## config.mk

```make
export PLATFORM = sky130hd
export DESIGN_NAME = fx68k_regs_xfer
export DESIGN_NICKNAME = d
export VERILOG_FILES = /design/src/rtl/fx68k_regs_pkg.sv /design/src/rtl/fx68k_xfer_addr_ctr.sv /design/src/rtl/fx68k_regs_xfer.sv
export SDC_FILE = /design/constraint.sdc
export NUM_CORES = 1
export LEC_CHECK = 0
export BUFFER_PORTS_ARGS = -buffer_cell sky130_fd_sc_hd__clkbuf_2
export CAP_MARGIN = 20
export CORE_UTILIZATION = 30
export CTS_CLUSTER_SIZE = 14
export DETAILED_ROUTE_END_ITERATION = 7
export GPL_TIMING_DRIVEN = 0
export SKIP_LAST_GASP = 1
export SLEW_MARGIN = 10
export SYNTH_ARGS = -nofsm -noshare
export SYNTH_HDL_FRONTEND = slang
export SYNTH_SLANG_ARGS = --single-unit
```

## constraint.sdc

```tcl
create_clock -name clk -period 4.3 [get_ports clk]
set_input_delay 0 -clock clk [delete_from_list [all_inputs] [get_ports clk]]
set_output_delay 0 -clock clk [all_outputs]
set_load 0.01 [all_outputs]
```

## src/rtl/fx68k_regs_pkg.sv

```systemverilog
// Shared constants and FSM state encoding for the register-RAM transfer engine.
// The RD_SUM state exists only when FX68K_REGS_XFER_CHECK_EN is defined.
package fx68k_regs_pkg;

  localparam int FX68K_REGS_N = 32;
  localparam logic [3:0] FX68K_BYTEENA_WR = 4'b0111;

  typedef enum logic [2:0] {
    ST_IDLE     = 3'd0,
    ST_RD_ISSUE = 3'd1,
    ST_RD_CAPT  = 3'd2,
    ST_RD_HOLD  = 3'd3,
`ifdef FX68K_REGS_XFER_CHECK_EN
    ST_RD_SUM   = 3'd4,
`endif
    ST_WR       = 3'd5,
    ST_DONE     = 3'd6
  } xfer_state_e;

endpackage

```

## src/rtl/fx68k_xfer_addr_ctr.sv

```systemverilog
// Wrapping address counter with a remaining-word down-counter; last_o flags the
// final word of the loaded range (terminal count of one).
module fx68k_xfer_addr_ctr
  import fx68k_regs_pkg::*;
#(
  parameter int ADDR_W = $clog2(FX68K_REGS_N)
) (
  input  logic              clk,
  input  logic              rst_n,
  input  logic              ena_i,
  input  logic              load_i,
  input  logic              step_i,
  input  logic [ADDR_W-1:0] first_i,
  input  logic [ADDR_W-1:0] last_i,
  output logic [ADDR_W-1:0] addr_o,
  output logic              last_o
);

  localparam logic [ADDR_W-1:0] ADDR_ONE = {{(ADDR_W-1){1'b0}}, 1'b1};
  localparam logic [ADDR_W:0]   REM_ONE  = {{ADDR_W{1'b0}}, 1'b1};

  logic [ADDR_W-1:0] addr_q, addr_d, span;
  logic [ADDR_W:0]   rem_q, rem_d;

  // span wraps modulo the RAM depth, so last < first covers the 31 -> 0 rollover
  always_comb begin
    span   = last_i - first_i;
    addr_d = addr_q;
    rem_d  = rem_q;
    if (load_i) begin
      addr_d = first_i;
      rem_d  = {1'b0, span} + REM_ONE;
    end else if (step_i) begin
      addr_d = addr_q + ADDR_ONE;
      rem_d  = rem_q - REM_ONE;
    end
  end

  always_ff @(posedge clk or negedge rst_n) begin
    if (!rst_n) begin
      addr_q <= '0;
      rem_q  <= '0;
    end else if (ena_i) begin
      addr_q <= addr_d;
      rem_q  <= rem_d;
    end
  end

  assign addr_o = addr_q;
  assign last_o = (rem_q == REM_ONE);

endmodule

```

## src/rtl/fx68k_regs_xfer.sv

```systemverilog
// Register-RAM transfer engine: dumps a wrapping address range to a stream or loads
// it from a stream. Define FX68K_REGS_XFER_CHECK_EN to append an XOR checksum word.
//
// state    | meaning
// IDLE     | waiting for a command, cmd_ready high
// RD_ISSUE | present read address to the RAM
// RD_CAPT  | capture registered RAM data into out_data
// RD_HOLD  | offer out_data until the consumer takes it
// RD_SUM   | offer the XOR checksum word (checksum builds only)
// WR       | write one streamed word per enabled handshake
// DONE     | one-cycle completion pulse
module fx68k_regs_xfer
  import fx68k_regs_pkg::*;
#(
  parameter int ADDR_W = $clog2(FX68K_REGS_N)
) (
  input  logic              clk,
  input  logic              rst_n,
  input  logic              clk_ena,
  input  logic              cmd_valid,
  output logic              cmd_ready,
  input  logic              cmd_load,
  input  logic [ADDR_W-1:0] cmd_first,
  input  logic [ADDR_W-1:0] cmd_last,
  output logic [ADDR_W-1:0] ram_address,
  output logic              ram_wren,
  output logic [3:0]        ram_byteena,
  output logic [31:0]       ram_data,
  input  logic [31:0]       ram_q,
  output logic              out_valid,
  input  logic              out_ready,
  output logic [31:0]       out_data,
  input  logic              in_valid,
  output logic              in_ready,
  input  logic [31:0]       in_data,
  output logic              busy,
  output logic              done
);

  xfer_state_e       state_q, state_d;
  logic [31:0]       out_data_q, out_data_d;
  logic              ctr_load, ctr_step, ctr_last;
  logic [ADDR_W-1:0] ctr_addr;
`ifdef FX68K_REGS_XFER_CHECK_EN
  logic [31:0]       checksum_q, checksum_d;
`endif

  // The accepted range lives in the counter and the direction in the state, so
  // neither can be disturbed by cmd_* activity while busy.
  fx68k_xfer_addr_ctr #(.ADDR_W(ADDR_W)) u_addr_ctr (
    .clk     (clk),
    .rst_n   (rst_n),
    .ena_i   (clk_ena),
    .load_i  (ctr_load),
    .step_i  (ctr_step),
    .first_i (cmd_first),
    .last_i  (cmd_last),
    .addr_o  (ctr_addr),
    .last_o  (ctr_last)
  );

  always_comb begin
    state_d    = state_q;
    out_data_d = out_data_q;
    ctr_load   = 1'b0;
    ctr_step   = 1'b0;
`ifdef FX68K_REGS_XFER_CHECK_EN
    checksum_d = checksum_q;
`endif
    case (state_q)
      ST_IDLE: begin
        if (cmd_valid) begin
          ctr_load = 1'b1;
          state_d  = cmd_load ? ST_WR : ST_RD_ISSUE;
`ifdef FX68K_REGS_XFER_CHECK_EN
          checksum_d = '0;
`endif
        end
      end
      ST_RD_ISSUE: state_d = ST_RD_CAPT;
      ST_RD_CAPT: begin
        out_data_d = ram_q;
        state_d    = ST_RD_HOLD;
`ifdef FX68K_REGS_XFER_CHECK_EN
        checksum_d = checksum_q ^ ram_q;
`endif
      end
      ST_RD_HOLD: begin
        if (out_ready) begin
          if (ctr_last) begin
`ifdef FX68K_REGS_XFER_CHECK_EN
            out_data_d = checksum_q;
            state_d    = ST_RD_SUM;
`else
            state_d    = ST_DONE;
`endif
          end else begin
            ctr_step = 1'b1;
            state_d  = ST_RD_ISSUE;
          end
        end
      end
`ifdef FX68K_REGS_XFER_CHECK_EN
      ST_RD_SUM: begin
        if (out_ready) state_d = ST_DONE;
      end
`endif
      ST_WR: begin
        if (in_valid) begin
          if (ctr_last) state_d = ST_DONE;
          else          ctr_step = 1'b1;
        end
      end
      ST_DONE: state_d = ST_IDLE;
      default: state_d = ST_IDLE;
    endcase
  end

  always_ff @(posedge clk or negedge rst_n) begin
    if (!rst_n) begin
      state_q    <= ST_IDLE;
      out_data_q <= '0;
`ifdef FX68K_REGS_XFER_CHECK_EN
      checksum_q <= '0;
`endif
    end else if (clk_ena) begin
      state_q    <= state_d;
      out_data_q <= out_data_d;
`ifdef FX68K_REGS_XFER_CHECK_EN
      checksum_q <= checksum_d;
`endif
    end
  end

  assign cmd_ready   = (state_q == ST_IDLE);
  assign busy        = (state_q != ST_IDLE);
  assign done        = (state_q == ST_DONE);
`ifdef FX68K_REGS_XFER_CHECK_EN
  assign out_valid   = (state_q == ST_RD_HOLD) || (state_q == ST_RD_SUM);
`else
  assign out_valid   = (state_q == ST_RD_HOLD);
`endif
  assign out_data    = out_data_q;
  assign in_ready    = (state_q == ST_WR) && clk_ena;
  assign ram_address = ctr_addr;
  assign ram_wren    = (state_q == ST_WR) && in_valid;
  assign ram_byteena = (state_q == ST_WR) ? FX68K_BYTEENA_WR : 4'b0000;
  assign ram_data    = (state_q == ST_WR) ? in_data : 32'h0;

endmodule

```

Word level (Yosys, flattened, before mapping)
Cells that the tools add are included.
{ "op_classes": {"muxes": 19, "n_bitwise": 0, "n_reduce_logical": 8, "multipliers": 0, "eq_ne": 10, "magnitude_cmp": 0, "n_div": 0, "n_addsub": 4, "shifts": 0} }
{ "op_table": {"columns": ["op", "n"], "rows": [
  ["32-bit 2-to-1 mux", 1],
  ["3-bit 2-to-1 mux", 7],
  ["3-bit one-hot mux with 5 select lines", 1],
  ["6-bit 2-to-1 mux", 2],
  ["5-bit 2-to-1 mux", 2],
  ["5-bit by 1-bit adder with 6-bit output (second input constant)", 1],
  ["3-bit by 2-bit == test with 1-bit output (second input constant)", 2],
  ["3-bit == test (second input constant)", 2],
  ["6-bit by 1-bit == test with 1-bit output (second input constant)", 1],
  ["2-bit inequality test (second input constant)", 3],
  ["6-bit by 1-bit subtractor with 6-bit output (second input constant)", 1],
  ["5-bit by 1-bit adder with 5-bit output (second input constant)", 1],
  ["1-bit 2-to-1 mux", 5],
  ["5-bit AND reduction", 1],
  ["5-bit subtractor", 1],
  ["2-bit AND reduction", 2],
  ["3-bit by 1-bit == test with 1-bit output (second input constant)", 1],
  ["3-bit logical NOT", 1],
  ["3-bit nonzero test", 1],
  ["1-bit logical AND", 2],
  ["2-bit by 1-bit inequality test with 1-bit output (second input constant)", 1],
  ["1-bit one-hot mux with 2 select lines", 1],
  ["2-bit nonzero test", 1]
]} }
{ "totals": {"memories": 0, "wordCells": 45, "inputBits": 81, "mem_bits_ro": 0, "ramBits": 0, "ff_bits": 46, "latchBits": 0} }

Longest topological paths before layout
{ "logic_depth": {"depth_word": 6, "depth_mapped": 9, "depth_no_buf": 9} }

Hierarchy
Synthesis repeated with hierarchy kept, for this count alone.
{ "unflattened": {"hier_cells": 251, "hier_area_um2": 2630.0} }
{ "modules_own_cells": {"columns": ["mod", "cells_per_inst", "area_per_inst_um2", "instances", "seq_area_each_um2"], "rows": [
  ["fx68k_regs_xfer", 146, 1739.2, 1, 875.8],
  ["fx68k_xfer_addr_ctr", 105, 890.9, 1, 275.3]
]} }

Worst setup path after synthesis
OpenSTA, ideal clock, no wires.
{ "synth_path": {"path_kind": "flip-flop to flip-flop", "startpoint": "register state_q[1]", "endpoint": "register u_addr_ctr.addr_q[2] (netlist: u_addr_ctr.addr_o[2])", "n_path_buf": 1, "slack_ns": 2.667, "path_stages_with_launch": 6, "t_arrival_ns": 1.512, "synth_period_minus_slack_ns": 1.633, "cell_sequence": "dfrtp_1 -> or4b_4 -> nor2_4 -> a21oi_4 -> buf_6 -> o22a_1"} }
{ "synth_via": {"elab_chain_cells": 4, "word_cells_on_any_way": 8} }
{ "synth_lines": {"columns": ["element", "line_no", "source"], "rows": [
  ["start: declaration", "fx68k_regs_xfer.sv:40", "xfer_state_e state_q, state_d;"],
  ["start signal: assignment", "fx68k_regs_xfer.sv:127", "state_q <= state_d;"],
  ["3-bit == test (tied with other cells)", "fx68k_regs_xfer.sv:70", "case (state_q)"],
  ["1-bit one-hot mux with 2 select lines / 1-bit 2-to-1 mux (equally long branches)", "fx68k_regs_xfer.sv:70", null],
  ["2-bit nonzero test (no line)", null, null],
  ["2-bit AND reduction (no line)", null, null],
  ["end signal: assignment", "fx68k_xfer_addr_ctr.sv:44", "addr_q <= addr_d;"],
  ["end: declaration", "fx68k_xfer_addr_ctr.sv:22", "logic [ADDR_W-1:0] addr_q, addr_d, span;"]
]} }
Parallel ways exist; a longest one is shown, timed or not.
A chain may end at the register's enable or synchronous reset.

Worst setup path in the final report
{ "layout_path": {"startpoint": "register state_q[2]", "endpoint": "output ram_data[29]"} }
{ "layout_via": {"elab_chain_cells": 2} }
{ "layout_lines": {"columns": ["element", "line_no", "source"], "rows": [
  ["3-bit == test", "fx68k_regs_xfer.sv:148", "assign ram_data = (state_q == ST_WR) ? in_data : 32'h0;"],
  ["32-bit 2-to-1 mux", "fx68k_regs_xfer.sv:148", null],
  ["end: declaration", "fx68k_regs_xfer.sv:28", "output logic [31:0] ram_data,"]
]} }
Every way passes these cells.

==> metrics.cfg <==
[run]
maxCapViolCount=0

[synthesis]
synth_compound_area_share_pct=8.89
synthTopCellsByArea=dfrtp_1, mux2_2, and2_1, ha_1, nor2_1
yosysSeqAreaShare_pct=43.0
yosysTopAreaCell=dfrtp_1
synth_cells=252
synth_area_um2=2680
ys_async_sr_fraction_pct=100
synthFlopType=dfrtp_1
yosys.area_share.simple_pct=21.1
synth_edf_count=0
yosys.area.top_type_share_pct=43.0
synth_top_family_by_area=simple AND/OR/NAND/NOR gates
yosys.area_share.adder_pct=4.49
synth_mux_area_share_pct=14.6
synth_nets=342
synth_warnings=0
synth_area_per_cell_um2=10.6
ys_seq_elements=46
synth_cell_types=47
synth_xor_area_share_pct=1.96

[finish]
diodes=0
area_growth_pct=52.3
nFillCells=854
drive_gt1_share_pct=49.7
fin_nets=542

[timing]
tightest_slew_ns=0.612
hold_viol_final=0
grt_setup_unrepaired=false
setup_viol=0
fin_skew_ns=0.00503
fin_crit_sh_pct=47.7
finalSetupTns_ns=0
holdWs_ns=0.113
slew_headroom_pct=59.1
period_needed_ns=2.05
fmax_mhz=488
drv_slew=0

[floorplan]
floorplan.die_area_um2=9300
ios=160
rows=34
die_w_um=96.4
dieHeight_um=96.4
core-area_um2=8680
start_util_pct=30.8

[critical_path]
crit_path_start_kind=flop
worstSetupEndpointType=primary output
r2r-start=state_q[1]
r2r_setup_slack_ns=2.49
cp_data_required_time_ns=4.30
path_max_fanout=12
startpoint=state_q[2]
critical_path_arrival_ns=2.05
path_class=flop to primary output

[hold_path]
hold_start=clk_ena
min_path_type=input pin to flop

[drt]
wl_per_cell_um=13.2
drtIter0Drc=125
ant_nets=0
routed_wl_um=7420
vias=2518
dr.pass1.iters=4
drc=0
via_per_inst=4.49

[clock_network]
insertion_delay_ns=0.30
clock_sinks=46
clk_pin_slew_worst_paths_ns=0.09
ctsResizeCount=0
cts_buffers=5
clk_path_buf_depth=2
cts_tree=done
clockRootBuffer=clkbuf_8
h-tree-depth=2

[status]
status=finished clean

[pwr]
ir_drop_v=0.000324
power_density_nw_per_um2=532
p_leak_uw=0.00207

[grt]
grt_max_degree=27
antenna_found_initial=0
grt_overflow=0
grt_pass1_wl_um=11500
grt_pass1_vias=2388
grt_usage_pct=16.1

[placement]
dp_hpwl_um=5520
io_buffers=158
gp_congestion=0.766

## power by group
| group | leakage (uW) | switching [uW] | internal, uW |
|---|---|---|---|
| registers | 0.000547 | 148 | 647 |
| logic | 0.00147 | 515 | 524 |
| clock network | 0.0000585 | 157 | 174 |
## worst paths after layout
path,to,depth (start not counted)
worst min register to register,out_data[26],1
worst max-delay path,ram_data[29],6
min in group asynchronous,u_addr_ctr.addr_o[4],2
max in group asynchronous,out_data[15],3
worst max register to register,out_data[18],5
worst min-delay path,u_addr_ctr.rem_q[4],3
## area by class of cell
cell class              instances  area (um2)  share of cell area (%)
multi-input cells             179        1370                    33.7
repair buffers                193        1150                    28.3
clock inverters                 3        43.8                    1.07
flip-flops and latches         46        1150                    28.3
plain buffers                  15         108                    2.64
well taps                     108         135                    3.32
clock buffers                   5        68.8                    1.69
inverters                      12        45.0                    1.11
## routing by layer
layer | part of all wire (%) | wire, um | track usage, % | vias to the layer above
met2 | 49 | 3630 | 26.2 | 61
met4 | 0.51 | 38 | 2.94 | 0
met5 | 0 | 0 | 0 | -
li1 | - | - | - | 1257
met3 | 3.7 | 271 | 3.91 | 6
met1 | 47 | 3480 | 21.9 | 1194
## critical path, cell delays in order (launching register included)
cell      delay, ns
dfrtp_1        0.43
buf_2          0.25
nand2_1        0.11
nor2_2         0.29
clkbuf_1       0.36
and2_1         0.19
clkbuf_2       0.13
## repair_timing
action	CTS	global route
hold buffers	34	0
endpoints found under the hold margin	53	0
setup buffers	0	0
## flip-flops by register name, indices dropped and copies added (netlist names)
register and flops:
u_addr_ctr.rem_q 6, out_data 32, state_q 3, u_addr_ctr.addr_o 5
## cell families after synthesis
group / Yosys count
AOI/OAI and AO/OA: 32
xor gates and xnor gates: 6
adders and majority gates: 9
buffers and inverters: 27
DFF: 46
muxes: 35
other: 1
and+or+nand+nor: 96
## metrics by stage
step                      power (uW)  util (%)  setup slack (ns)  instances  area [um2]
after floorplan                 1430         -              2.67        252        2680
after global placement          1790      41.5              2.49        518        3600
after detailed placement        1820      41.7              2.44        519        3620
after CTS                       2180      46.9              2.23        561        4070
after global routing            2330      46.9              2.05        561        4070
final                           2170      46.9              2.25        561        4070
## cell usage in the layout, fill, tap and decap left out, types with 3 or more instances in the layout
master         Yosys  final
and3_1             3      3
xnor2_1            3      3
buf_4              7      7
a21oi_1           10     10
clkbuf_1           3      3
nand3_1            5      5
dlygate4sd3_1      0     34
dfrtp_1           46     46
nor2_1            18     18
clkbuf_2           0    158
and2_1            33     33
buf_6              3      3
xor2_1             3      3
nand3b_1           4      4
inv_1             12     12
o22a_1             4      4
nand2_1           10     10
a31oi_1            5      5
nor3_1             7      7
ha_1               8      8
clkbuf_8           0      5
mux2_2            33     33
## Yosys cell counts (2+ instances only)
| master | number |
|---|---|
| o21ai_0 | 2 |
| nand2_1 | 10 |
| a21o_1 | 2 |
| o22a_1 | 4 |
| dfrtp_1 | 46 |
| a21oi_1 | 10 |
| mux2i_1 | 2 |
| and3_1 | 3 |
| clkbuf_1 | 3 |
| nand3b_1 | 4 |
| ha_1 | 8 |
| xor2_1 | 3 |
| nor3_2 | 2 |
| nor2_1 | 18 |
| buf_4 | 7 |
| a31oi_1 | 5 |
| xnor2_1 | 3 |
| nor2_4 | 2 |
| mux2_2 | 33 |
| nand4_1 | 2 |
| inv_1 | 12 |
| nor3_1 | 7 |
| buf_6 | 3 |
| and2_1 | 33 |
| buf_2 | 2 |
| nand3_1 | 5 |
Note: power is estimated with default switching activity, not from simulation.
